`src/rtl/wb_slave_decoder_if.sv`:
```
// wb_slave_decoder_if: master-side and fanned-out slave-side Wishbone signals of the decoder.
interface wb_slave_decoder_if #(
    parameter int SLAVES_WIDTH  = 1,
    parameter int ADDRESS_WIDTH = 32,
    parameter int DATA_WIDTH    = 32
);
    localparam int SLAVES_COUNT = 1 << SLAVES_WIDTH;
    logic                               mCycI;
    logic                               mStbI;
    logic                               mWeI;
    logic                               mAckO;
    logic [ADDRESS_WIDTH-1:0]           mAdrI;
    logic [DATA_WIDTH-1:0]              mDatI;
    logic [DATA_WIDTH-1:0]              mDatO;
    logic [SLAVES_COUNT-1:0]            sCycO;
    logic [SLAVES_COUNT-1:0]            sStbO;
    logic                               sWeO;
    logic [SLAVES_COUNT-1:0]            sAckI;
    logic [ADDRESS_WIDTH-1:0]           sAdrO;
    logic [DATA_WIDTH-1:0]              sDatO;
    logic [DATA_WIDTH*SLAVES_COUNT-1:0] sDatIPacked;
    logic                               timeoutO;

    modport slave (
        input  mCycI, mStbI, mWeI, mAdrI, mDatI, sAckI, sDatIPacked,
        output mAckO, mDatO, sCycO, sStbO, sWeO, sAdrO, sDatO, timeoutO
    );
    modport master (
        output mCycI, mStbI, mWeI, mAdrI, mDatI, sAckI, sDatIPacked,
        input  mAckO, mDatO, sCycO, sStbO, sWeO, sAdrO, sDatO, timeoutO
    );
endinterface

```
`src/rtl/wb_slave_decoder.sv`:
```
// wb_slave_decoder: routes one Wishbone-classic master to 2**SLAVES_WIDTH slaves by address field,
// with a watchdog that completes unacknowledged strobes with DEFAULT_DATA.
module wb_slave_decoder #(
    parameter int                    SLAVES_WIDTH     = 1,
    parameter int                    ADDRESS_WIDTH    = 32,
    parameter int                    DATA_WIDTH       = 32,
    parameter int                    SLAVE_SELECT_LSB = 28,
    parameter int                    TIMEOUT_CYCLES   = 15,
    parameter logic [DATA_WIDTH-1:0] DEFAULT_DATA     = DATA_WIDTH'(32'hDEADBEEF)
) (
    input logic                clk,
    input logic                rst,
    wb_slave_decoder_if.slave  bus
);
    localparam int SLAVES_COUNT = 1 << SLAVES_WIDTH;
    localparam int CW           = $clog2(TIMEOUT_CYCLES + 1);

    typedef enum logic [1:0] {IDLE, ACTIVE, TIMEOUT} state_t;

    state_t                  state_q, state_d;
    logic [SLAVES_WIDTH-1:0] sel_q, sel_d;
    logic [CW-1:0]           cnt_q, cnt_d;

    logic [SLAVES_WIDTH-1:0] idx;
    logic                    match, sel_ack, active, tmo, stall;
    logic [SLAVES_COUNT-1:0] s_cyc, s_stb;

    assign idx     = bus.mAdrI[SLAVE_SELECT_LSB +: SLAVES_WIDTH];
    assign match   = idx == sel_q;
    assign sel_ack = bus.sAckI[sel_q];
    assign active  = state_q == ACTIVE;
    assign tmo     = state_q == TIMEOUT;
    assign stall   = active & bus.mStbI & match & ~sel_ack;

    always_ff @(posedge clk) begin
        if (rst) begin
            state_q <= IDLE;
            sel_q   <= '0;
            cnt_q   <= '0;
        end else begin
            state_q <= state_d;
            sel_q   <= sel_d;
            cnt_q   <= cnt_d;
        end
    end

    // ACTIVE branches follow transition priority: cycle end, re-decode, ack, watchdog, stall, idle strobe
    always_comb begin
        state_d = state_q;
        sel_d   = sel_q;
        cnt_d   = cnt_q;
        case (state_q)
            IDLE: if (bus.mCycI & bus.mStbI) begin
                state_d = ACTIVE;
                sel_d   = idx;
                cnt_d   = '0;
            end
            ACTIVE: if (!bus.mCycI) begin
                state_d = IDLE;
                cnt_d   = '0;
            end else if (bus.mStbI & !match) begin
                sel_d = idx;
                cnt_d = '0;
            end else if (bus.mStbI & sel_ack) begin
                cnt_d = '0;
            end else if (stall && cnt_q == CW'(TIMEOUT_CYCLES - 1)) begin
                state_d = TIMEOUT;
            end else if (stall) begin
                cnt_d = cnt_q + CW'(1);
            end else begin
                cnt_d = '0;
            end
            TIMEOUT: begin
                state_d = bus.mCycI ? ACTIVE : IDLE;
                cnt_d   = '0;
            end
            default: state_d = IDLE;
        endcase
    end

    always_comb begin
        s_cyc        = '0;
        s_stb        = '0;
        s_cyc[sel_q] = active & bus.mCycI;
        s_stb[sel_q] = active & bus.mStbI & match;
    end

    assign bus.sCycO    = s_cyc;
    assign bus.sStbO    = s_stb;
    assign bus.mAckO    = (active & bus.mStbI & match & sel_ack) | tmo;
    assign bus.mDatO    = tmo ? DEFAULT_DATA
                        : active ? bus.sDatIPacked[int'(sel_q) * DATA_WIDTH +: DATA_WIDTH] : '0;
    assign bus.timeoutO = tmo;
    assign bus.sWeO     = bus.mWeI;
    assign bus.sAdrO    = bus.mAdrI;
    assign bus.sDatO    = bus.mDatI;
endmodule
```
`src/flat_wrapper.sv`:
```
// flat-port wrapper written by rule: the top's interface ports become plain ports
module wb_slave_decoder_flat 
#(
    parameter int                    SLAVES_WIDTH     = 1,
    parameter int                    ADDRESS_WIDTH    = 32,
    parameter int                    DATA_WIDTH       = 32,
    parameter int                    SLAVE_SELECT_LSB = 28,
    parameter int                    TIMEOUT_CYCLES   = 15,
    parameter logic [DATA_WIDTH-1:0] DEFAULT_DATA     = DATA_WIDTH'(32'hDEADBEEF)
)
  (clk, rst, bus_mCycI, bus_mStbI, bus_mWeI, bus_mAdrI, bus_mDatI, bus_sAckI, bus_sDatIPacked, bus_mAckO, bus_mDatO, bus_sCycO, bus_sStbO, bus_sWeO, bus_sAdrO, bus_sDatO, bus_timeoutO);
  wb_slave_decoder_if #(.SLAVES_WIDTH(SLAVES_WIDTH), .ADDRESS_WIDTH(ADDRESS_WIDTH), .DATA_WIDTH(DATA_WIDTH)) bus_i ();
  input logic clk;
  input logic rst;
  input wire logic [$bits(bus_i.mCycI)-1:0] bus_mCycI;
  input wire logic [$bits(bus_i.mStbI)-1:0] bus_mStbI;
  input wire logic [$bits(bus_i.mWeI)-1:0] bus_mWeI;
  input wire logic [$bits(bus_i.mAdrI)-1:0] bus_mAdrI;
  input wire logic [$bits(bus_i.mDatI)-1:0] bus_mDatI;
  input wire logic [$bits(bus_i.sAckI)-1:0] bus_sAckI;
  input wire logic [$bits(bus_i.sDatIPacked)-1:0] bus_sDatIPacked;
  output wire logic [$bits(bus_i.mAckO)-1:0] bus_mAckO;
  output wire logic [$bits(bus_i.mDatO)-1:0] bus_mDatO;
  output wire logic [$bits(bus_i.sCycO)-1:0] bus_sCycO;
  output wire logic [$bits(bus_i.sStbO)-1:0] bus_sStbO;
  output wire logic [$bits(bus_i.sWeO)-1:0] bus_sWeO;
  output wire logic [$bits(bus_i.sAdrO)-1:0] bus_sAdrO;
  output wire logic [$bits(bus_i.sDatO)-1:0] bus_sDatO;
  output wire logic [$bits(bus_i.timeoutO)-1:0] bus_timeoutO;
  assign bus_i.mCycI = bus_mCycI;
  assign bus_i.mStbI = bus_mStbI;
  assign bus_i.mWeI = bus_mWeI;
  assign bus_i.mAdrI = bus_mAdrI;
  assign bus_i.mDatI = bus_mDatI;
  assign bus_i.sAckI = bus_sAckI;
  assign bus_i.sDatIPacked = bus_sDatIPacked;
  assign bus_mAckO = bus_i.mAckO;
  assign bus_mDatO = bus_i.mDatO;
  assign bus_sCycO = bus_i.sCycO;
  assign bus_sStbO = bus_i.sStbO;
  assign bus_sWeO = bus_i.sWeO;
  assign bus_sAdrO = bus_i.sAdrO;
  assign bus_sDatO = bus_i.sDatO;
  assign bus_timeoutO = bus_i.timeoutO;
  wb_slave_decoder #(.SLAVES_WIDTH(SLAVES_WIDTH), .ADDRESS_WIDTH(ADDRESS_WIDTH), .DATA_WIDTH(DATA_WIDTH), .SLAVE_SELECT_LSB(SLAVE_SELECT_LSB), .TIMEOUT_CYCLES(TIMEOUT_CYCLES), .DEFAULT_DATA(DEFAULT_DATA)) u_core (.clk(clk), .rst(rst), .bus(bus_i));
endmodule
```
`config.mk`:
```
export PLATFORM = sky130hd
export DESIGN_NAME = wb_slave_decoder_flat
export DESIGN_NICKNAME = d
export VERILOG_FILES = /design/src/rtl/wb_slave_decoder_if.sv /design/src/rtl/wb_slave_decoder.sv /design/src/flat_wrapper.sv
export SDC_FILE = /design/constraint.sdc
export NUM_CORES = 1
export LEC_CHECK = 0
export CORE_AREA = 5 5 90 92
export CTS_CLUSTER_SIZE = 16
export DETAILED_ROUTE_END_ITERATION = 12
export DIE_AREA = 0 0 95 97
export PLACE_DENSITY = 0.76
export SETUP_SLACK_MARGIN = 0.2
export SLEW_MARGIN = 0
export SYNTH_ARGS = -nofsm -noshare
export SYNTH_HDL_FRONTEND = slang
export SYNTH_SLANG_ARGS = --single-unit
```
`constraint.sdc`:
```
create_clock -name clk -period 2.2 [get_ports clk]
set_clock_uncertainty 0.05 [all_clocks]
set_input_delay 0.22 -clock clk [delete_from_list [all_inputs] [get_ports clk]]
set_output_delay 0.22 -clock clk [all_outputs]
set_load 0.02 [all_outputs]
```
==> qor.yml <==
die:
  row_count: 31
  dieArea_sq_um: 9220
  initial_core_util: 0.204
  pin_count: 238
  chipHeight_um: 97
  dieWidth_um: 95
  fp.coreArea_sq_um: 7140
yosys:
  synth-seq-cells: 7
  synth_edf_count: 0
  netlist-cell-type-count: 30
  ys_warn_count: 0
  async_reset_ff_frac: 0
  syn-cell-area_sq_um: 1460
  synth_nets: 334
  synthFlopType: "dfxtp_1"
  synth_common_cells: "65 x buf_4, 33 x mux2i_1, 18 x o21ai_1, 15 x nor2_1, 12 x o21ai_0"
  synth_largest_area_cell: "buf_4"
  synth_top_area_frac: 0.335
  ys_seq_area_frac: 0.0963
  synthCells: 197
  yosysMostFrequentCell: "buf_4"
  synth.top_cells.by_area: "buf_4 34%, mux2i_1 23%, dfxtp_1 9.6%"
  avgSynthCellArea_sq_um: 7.39
min_path:
  hold_path_class: "input port to output pin"
critical_path:
  critical_path.max_fanout: 8
  max_stage_delay_ns: 0.75
  critPathArrivalTime_ns: 1.62
  path_common_cell: "clkdlybuf4s50_1"
  required_ns: 1.93
  crit_path_end_kind: "output pin"
  slowest_stage: "clkdlybuf4s50_1"
  crit_type: "input port to output pin"
  cp-start-kind: "input port"
  path_cells: "clkdlybuf4s50_1 -> clkdlybuf4s50_1"
  crit_buf_inv: 2
  cpLargestDelayFamily: "buffers and inverters"
cells_and_area:
  final_cells: 341
  drive_gt1_frac: 0.0579
  fillerInstances: 765
  area_growth_pct: 56.7
  nets: 380
  diodes: 0
power_and_ir_drop:
  peakVddDrop_mv: 0.142
  p_total_mw: 0.613
  p_leak_nw: 1.16
  power_density_nw_per_um2: 269
place:
  place_inst: 335
  hpwlAfterDp_mm: 4.67
  io_buffers: 109
  gp_congestion: 0.739
clock_tree:
  clock_path_buffers: 2
  hold_buffers: 0
  clockRootBuffer: "clkbuf_8"
  htreeDepth: 1
  clock_latency_ns: 0.23
  cts_made_buffers: 3
  clock-sinks: 7
  cts_tree: "yes"
sta:
  max_freq_mhz: 529
  worst_slew_pin_slew_ns: 0.421
  hold_viol: 0
  period_share: 0.860
  rsz0062_at_grt: "no"
  period_minus_slack_ns: 1.89
  max_slew_margin: 0.719
  final.setup.tns_ns: 0
  setup_viol: 0
  drv_slew: 0
route:
  drt_iter0_markers: 69
  vias: 1494
  postRouteAntennaNets: 0
  finalWirelength_mm: 5.67
  drc: 0
  dr.pass1.iters: 6
  via_per_inst: 4.38
  avgRoutedWirePerCell_um: 16.6
global_routing:
  grt_pass1_vias: 1596
  grt_remaining_overflow: 0
  grtUsageTotal: 0.118
  grt_max_degree: 26
  grt_first_pass_wirelength_mm: 8.39
  antenna_found_initial: 0
run_status:
  status: "finished clean"
flow_run:
  drv_cap: 0
per-stage QoR:
| stage | hold slack, ns | instance area, sq um | setup slack (ns) | utilization |
|---|---|---|---|---|
| after floorplan | 0.242 | 1460 | 0.427 | - |
| after global placement | 0.390 | 2190 | 0.136 | 0.307 |
| after detailed placement | 0.390 | 2190 | 0.0870 | 0.307 |
| after CTS | 0.390 | 2240 | 0.165 | 0.314 |
| after global routing | 0.390 | 2280 | 0.238 | 0.320 |
| final | 0.390 | 2280 | 0.309 | 0.320 |
worst paths after layout:
kind                                startpoint  slack (ns)  depth (start not counted)                            to
setup / recovery                 bus_mAdrI[28]        0.31                          2                 bus_sAdrO[28]
hold / removal                   bus_mAdrI[10]        0.39                          0                 bus_sAdrO[10]
setup reg to reg     u_core.sel_q$_SDFFE_PP0P_        0.39                          5  u_core.cnt_q[1]$_SDFFE_PP0P_
hold reg to reg   u_core.cnt_q[0]$_SDFFE_PP0P_        0.45                          1  u_core.cnt_q[0]$_SDFFE_PP0P_
final cells by class:
cell class	instances	area, sq um	area share
repair buffers	116	1180	0.518
well taps	99	124	0.0543
clock buffers	4	45.0	0.0197
flip-flops and latches	7	144	0.0631
inverters	4	15.0	0.00658
multi-input cells	111	772	0.338
cell usage in the layout, fill, tap and decap left out, types with 3 or more instances in the layout:
master,instances
o21ai_0,12
dfxtp_1,6
inv_1,3
mux2i_1,33
clkdlybuf4s50_1,71
nand2_1,7
buf_4,4
dlymetal6s2s_1,15
clkbuf_8,3
nor2_1,15
a21oi_1,4
o21ai_1,18
dlygate4sd2_1,23
layer usage:
| metal | vias to the layer above | track usage | part of all wire |
|---|---|---|---|
| li1 | 700 | - | - |
| met2 | 99 | 0.232 | 0.55 |
| met1 | 667 | 0.104 | 0.31 |
| met3 | 28 | 0.0458 | 0.11 |
| met5 | - | 0 | 0 |
| met4 | 0 | 0.0433 | 0.032 |
sequential cells by signal, summed over array words and instances (netlist names):
name / count
u_core.cnt_q: 4
u_core.state_q: 2
u_core.sel_q: 1
cell families after synthesis:
logic type | synth area share
mux | 0.227
compound gates | 0.168
flops | 0.0963
buf+inv | 0.374
simple gates | 0.118
fa+ha+maj | 0.0172
power by group:
| group | switching [mW] | internal (mW) | total (mW) |
|---|---|---|---|
| Sequential | 0.00405 | 0.129 | 0.133 |
| Clock | 0.0561 | 0.125 | 0.182 |
| Combinational | 0.115 | 0.183 | 0.298 |
timing repair:
action / CTS / global route
setup endpoints to repair: 36 / 17
pin swaps: 0 / 1
endpoints found under the hold margin: 0 / 0
gates resized for setup: 25 / 16
buffers inserted: 2 / 0
No activity file was read; power rests on OpenSTA's default activity.
==> variant, RTL diff (config.mk and constraints unchanged) <==
Re-encode `state_t` (3 states) as one-hot, 3 bits wide.
--- a/src/rtl/wb_slave_decoder.sv
+++ b/src/rtl/wb_slave_decoder.sv
@@ -15,7 +15,7 @@
     localparam int SLAVES_COUNT = 1 << SLAVES_WIDTH;
     localparam int CW           = $clog2(TIMEOUT_CYCLES + 1);
 
-    typedef enum logic [1:0] {IDLE, ACTIVE, TIMEOUT} state_t;
+    typedef enum logic [2:0] {IDLE = 3'b001, ACTIVE = 3'b010, TIMEOUT = 3'b100} state_t;
 
     state_t                  state_q, state_d;
     logic [SLAVES_WIDTH-1:0] sel_q, sel_d;
Function: same outputs for any inputs over 10 cycles, from zero or initial values and one cycle with rst high; not proved beyond that.
==> variant against the original RTL <==
- power decreased by 7.5%
- first-iteration DRC count decreased by 70%
- core utilization decreased by 0.47 points
- highest routed layer unchanged
- design area decreased by 1.5%
- sequential cell count increased by 1
- setup slack got worse by 0.048 ns
- routed wire length decreased by 4.9%
- global-route usage decreased by 1.2 points
- area after synthesis increased by 10%
==> variant: results (changes against the original RTL) <==
Run status
  • Outcome: completed (unchanged)

Layout
  • Final nets: 393 (was 380)
  • Ratio of cells with drive above 1 in the final layout: 16.93% (was 5.785%)
  • Fill count: 777 (was 765)
  • Biggest regs: u_core.cnt_q (4), u_core.state_q (3), u_core.sel_q (1) (was u_core.cnt_q (4), u_core.state_q (2), u_core.sel_q (1))

Global route
  • Number of global-route vias before repair: 1542 (was 1596)
  • All-Layer GR Usage: 10.63% (was 11.79%)
  • First-pass GRT wire length: 7941 µm (was 8390 µm)
  • Largest net degree at the start of global routing: 33 (was 26)

Synth
  • Post-synth top cells: buf_4 (66), mux2i_1 (33), o21ai_0 (28) (was buf_4 (65), mux2i_1 (33), o21ai_1 (18))
  • Distinct cell type count after synthesis: 39 (was 30)
  • Adder-cell share of the synthesized area: 1.563% (was 1.720%)
  • Synth top area cells: buf_4 (31%), mux2i_1 (21%), dfxtp_1 (10%) (was buf_4 (34%), mux2i_1 (23%), dfxtp_1 (9.6%))
  • Post-synthesis mux area share: 21.33% (was 22.70%)
  • Post-synthesis cell count: 211 (was 197)
  • Sequential-to-total area share from yosys stat: 10.00% (was 9.630%)
  • Post-synthesis xor/xnor area fraction: 1.641% (was 0%)
  • Mapped Nets: 348 (was 334)
  • Synth Area in Compound Gates: 14.37% (was 16.77%)

Route
  • Starting DRT DRC Count: 21 (was 69)
  • First drt pass iteration count: 4 (was 6)
  • DR WL/cell: 15.28 µm (was 16.64 µm)
  • DR vias/cell: 4.368 (was 4.381)

Placement
  • Placed cell count: 350 (was 335)
  • Gpl congestion: 0.7628 (was 0.7388)
  • DPL Wire Length: 4560 µm (was 4672 µm)

Worst setup path
  • R2r setup slk: 0.50 ns (was 0.39 ns)
  • WP data arrival: 1.67 ns (was 1.62 ns)
  • CP max-delay cell: dfxtp_1 (was clkdlybuf4s50_1)
  • Max incr delay on CP: 0.32 ns (was 0.75 ns)
  • Worst r2r dst: u_core.cnt_q[0]$_SDFFE_PP0P_ (was u_core.cnt_q[1]$_SDFFE_PP0P_)

Clocking
  • PostCTS Resize Cnt: 39 (was 25)
  • Setup bufs post-CTS: 0 (was 2)

Power and ir drop
  • VDD IR-drop max: 0.0001071 V (was 0.0001421 V)
  • Pleak: 0.9179 nW (was 1.157 nW)

STA
  • Worst-Margin Slew: 0.3815 ns (was 0.4212 ns)
-- variant: cell count changes after synthesis, moves of 2 or more --
cell and change:
buf_6 +2, o31ai_1 +2, nor2_1 -2, inv_1 +2, clkbuf_1 -2, o21ai_1 -18, or4b_1 +2, o21ai_0 +16
xnor2_1 +3
-- variant: metrics by stage --
step	util [%]	power [mW]	setup WS (ns)	instance area, µm²	hold WS, ns
after floorplan	-	0.4104	0.3680	1602	0.3139
after global placement	32.75	0.3934	0.1870	2337	0.3901
after detailed placement	32.75	0.3972	0.1583	2337	0.3901
after CTS	32.68	0.5758	0.1929	2332	0.3901
after global routing	31.49	0.5958	0.1289	2247	0.3900
final	31.49	0.5671	0.2613	2247	0.3900
-- variant: logic make-up (layout without fill, tap and decap cells) --
kind of cell    Yosys count  in the layout
buf+inv                  83            126
simple gates             41             41
compound gates           40             40
mux                      34             34
flops                     8              8
xor+xnor                  3              3
fa+ha+maj                 2              2
-- variant: area by class of cell --
type | count | area (µm²) | area share (%)
Tap cell | 99 | 123.9 | 5.512
Sequential cell | 8 | 161.4 | 7.183
Clock buffer | 3 | 41.29 | 1.837
Inverter | 5 | 18.77 | 0.8352
Multi-Input combinational cell | 120 | 862.1 | 38.36
Timing Repair Buffer | 118 | 1040 | 46.27
-- variant: report_power, final --
group | internal (mW) | leakage, nW | switching [mW]
sequential | 0.149 | 0.0653 | 0.00244
clock | 0.118 | 0.0216 | 0.0578
combinational | 0.162 | 0.831 | 0.0782
-- variant: critical path: cells and delay by family (launching register included) --
family | cells | cell delay [ns]
AND/OR/NAND/NOR | 1 | 0.31
buffers and inverters | 3 | 0.63
AO/OA/AOI/OAI | 1 | 0.18
flip-flops | 1 | 0.32
-- variant: how the worst max path moves through the flow --
stage,to,start,slack (ns),depth (start not counted)
floorplan,bus_mDatO[28],u_core.state_q[1]$_SDFFE_PP0P_,0.37,4
global placement,bus_mAckO,bus_sAckI[0],0.19,5
detailed placement,bus_mDatO[27],u_core.state_q[1]$_SDFFE_PP0P_,0.16,5
CTS,bus_mDatO[27],u_core.state_q[1]$_SDFFE_PP0P_,0.19,5
global route,bus_mDatO[2],u_core.state_q[1]$_SDFFE_PP0P_,0.13,5
finish,bus_mDatO[2],u_core.state_q[1]$_SDFFE_PP0P_,0.26,5
-- variant: per-layer routing --
metal	vias up	global-route usage [%]	part of all wire, %	routed length, µm
met5	-	0	0	0
met4	0	2.775	1.4	74
met3	18	4.732	14	751
met2	93	20.17	49	2668
met1	686	10.09	35	1900
li1	745	-	-	-
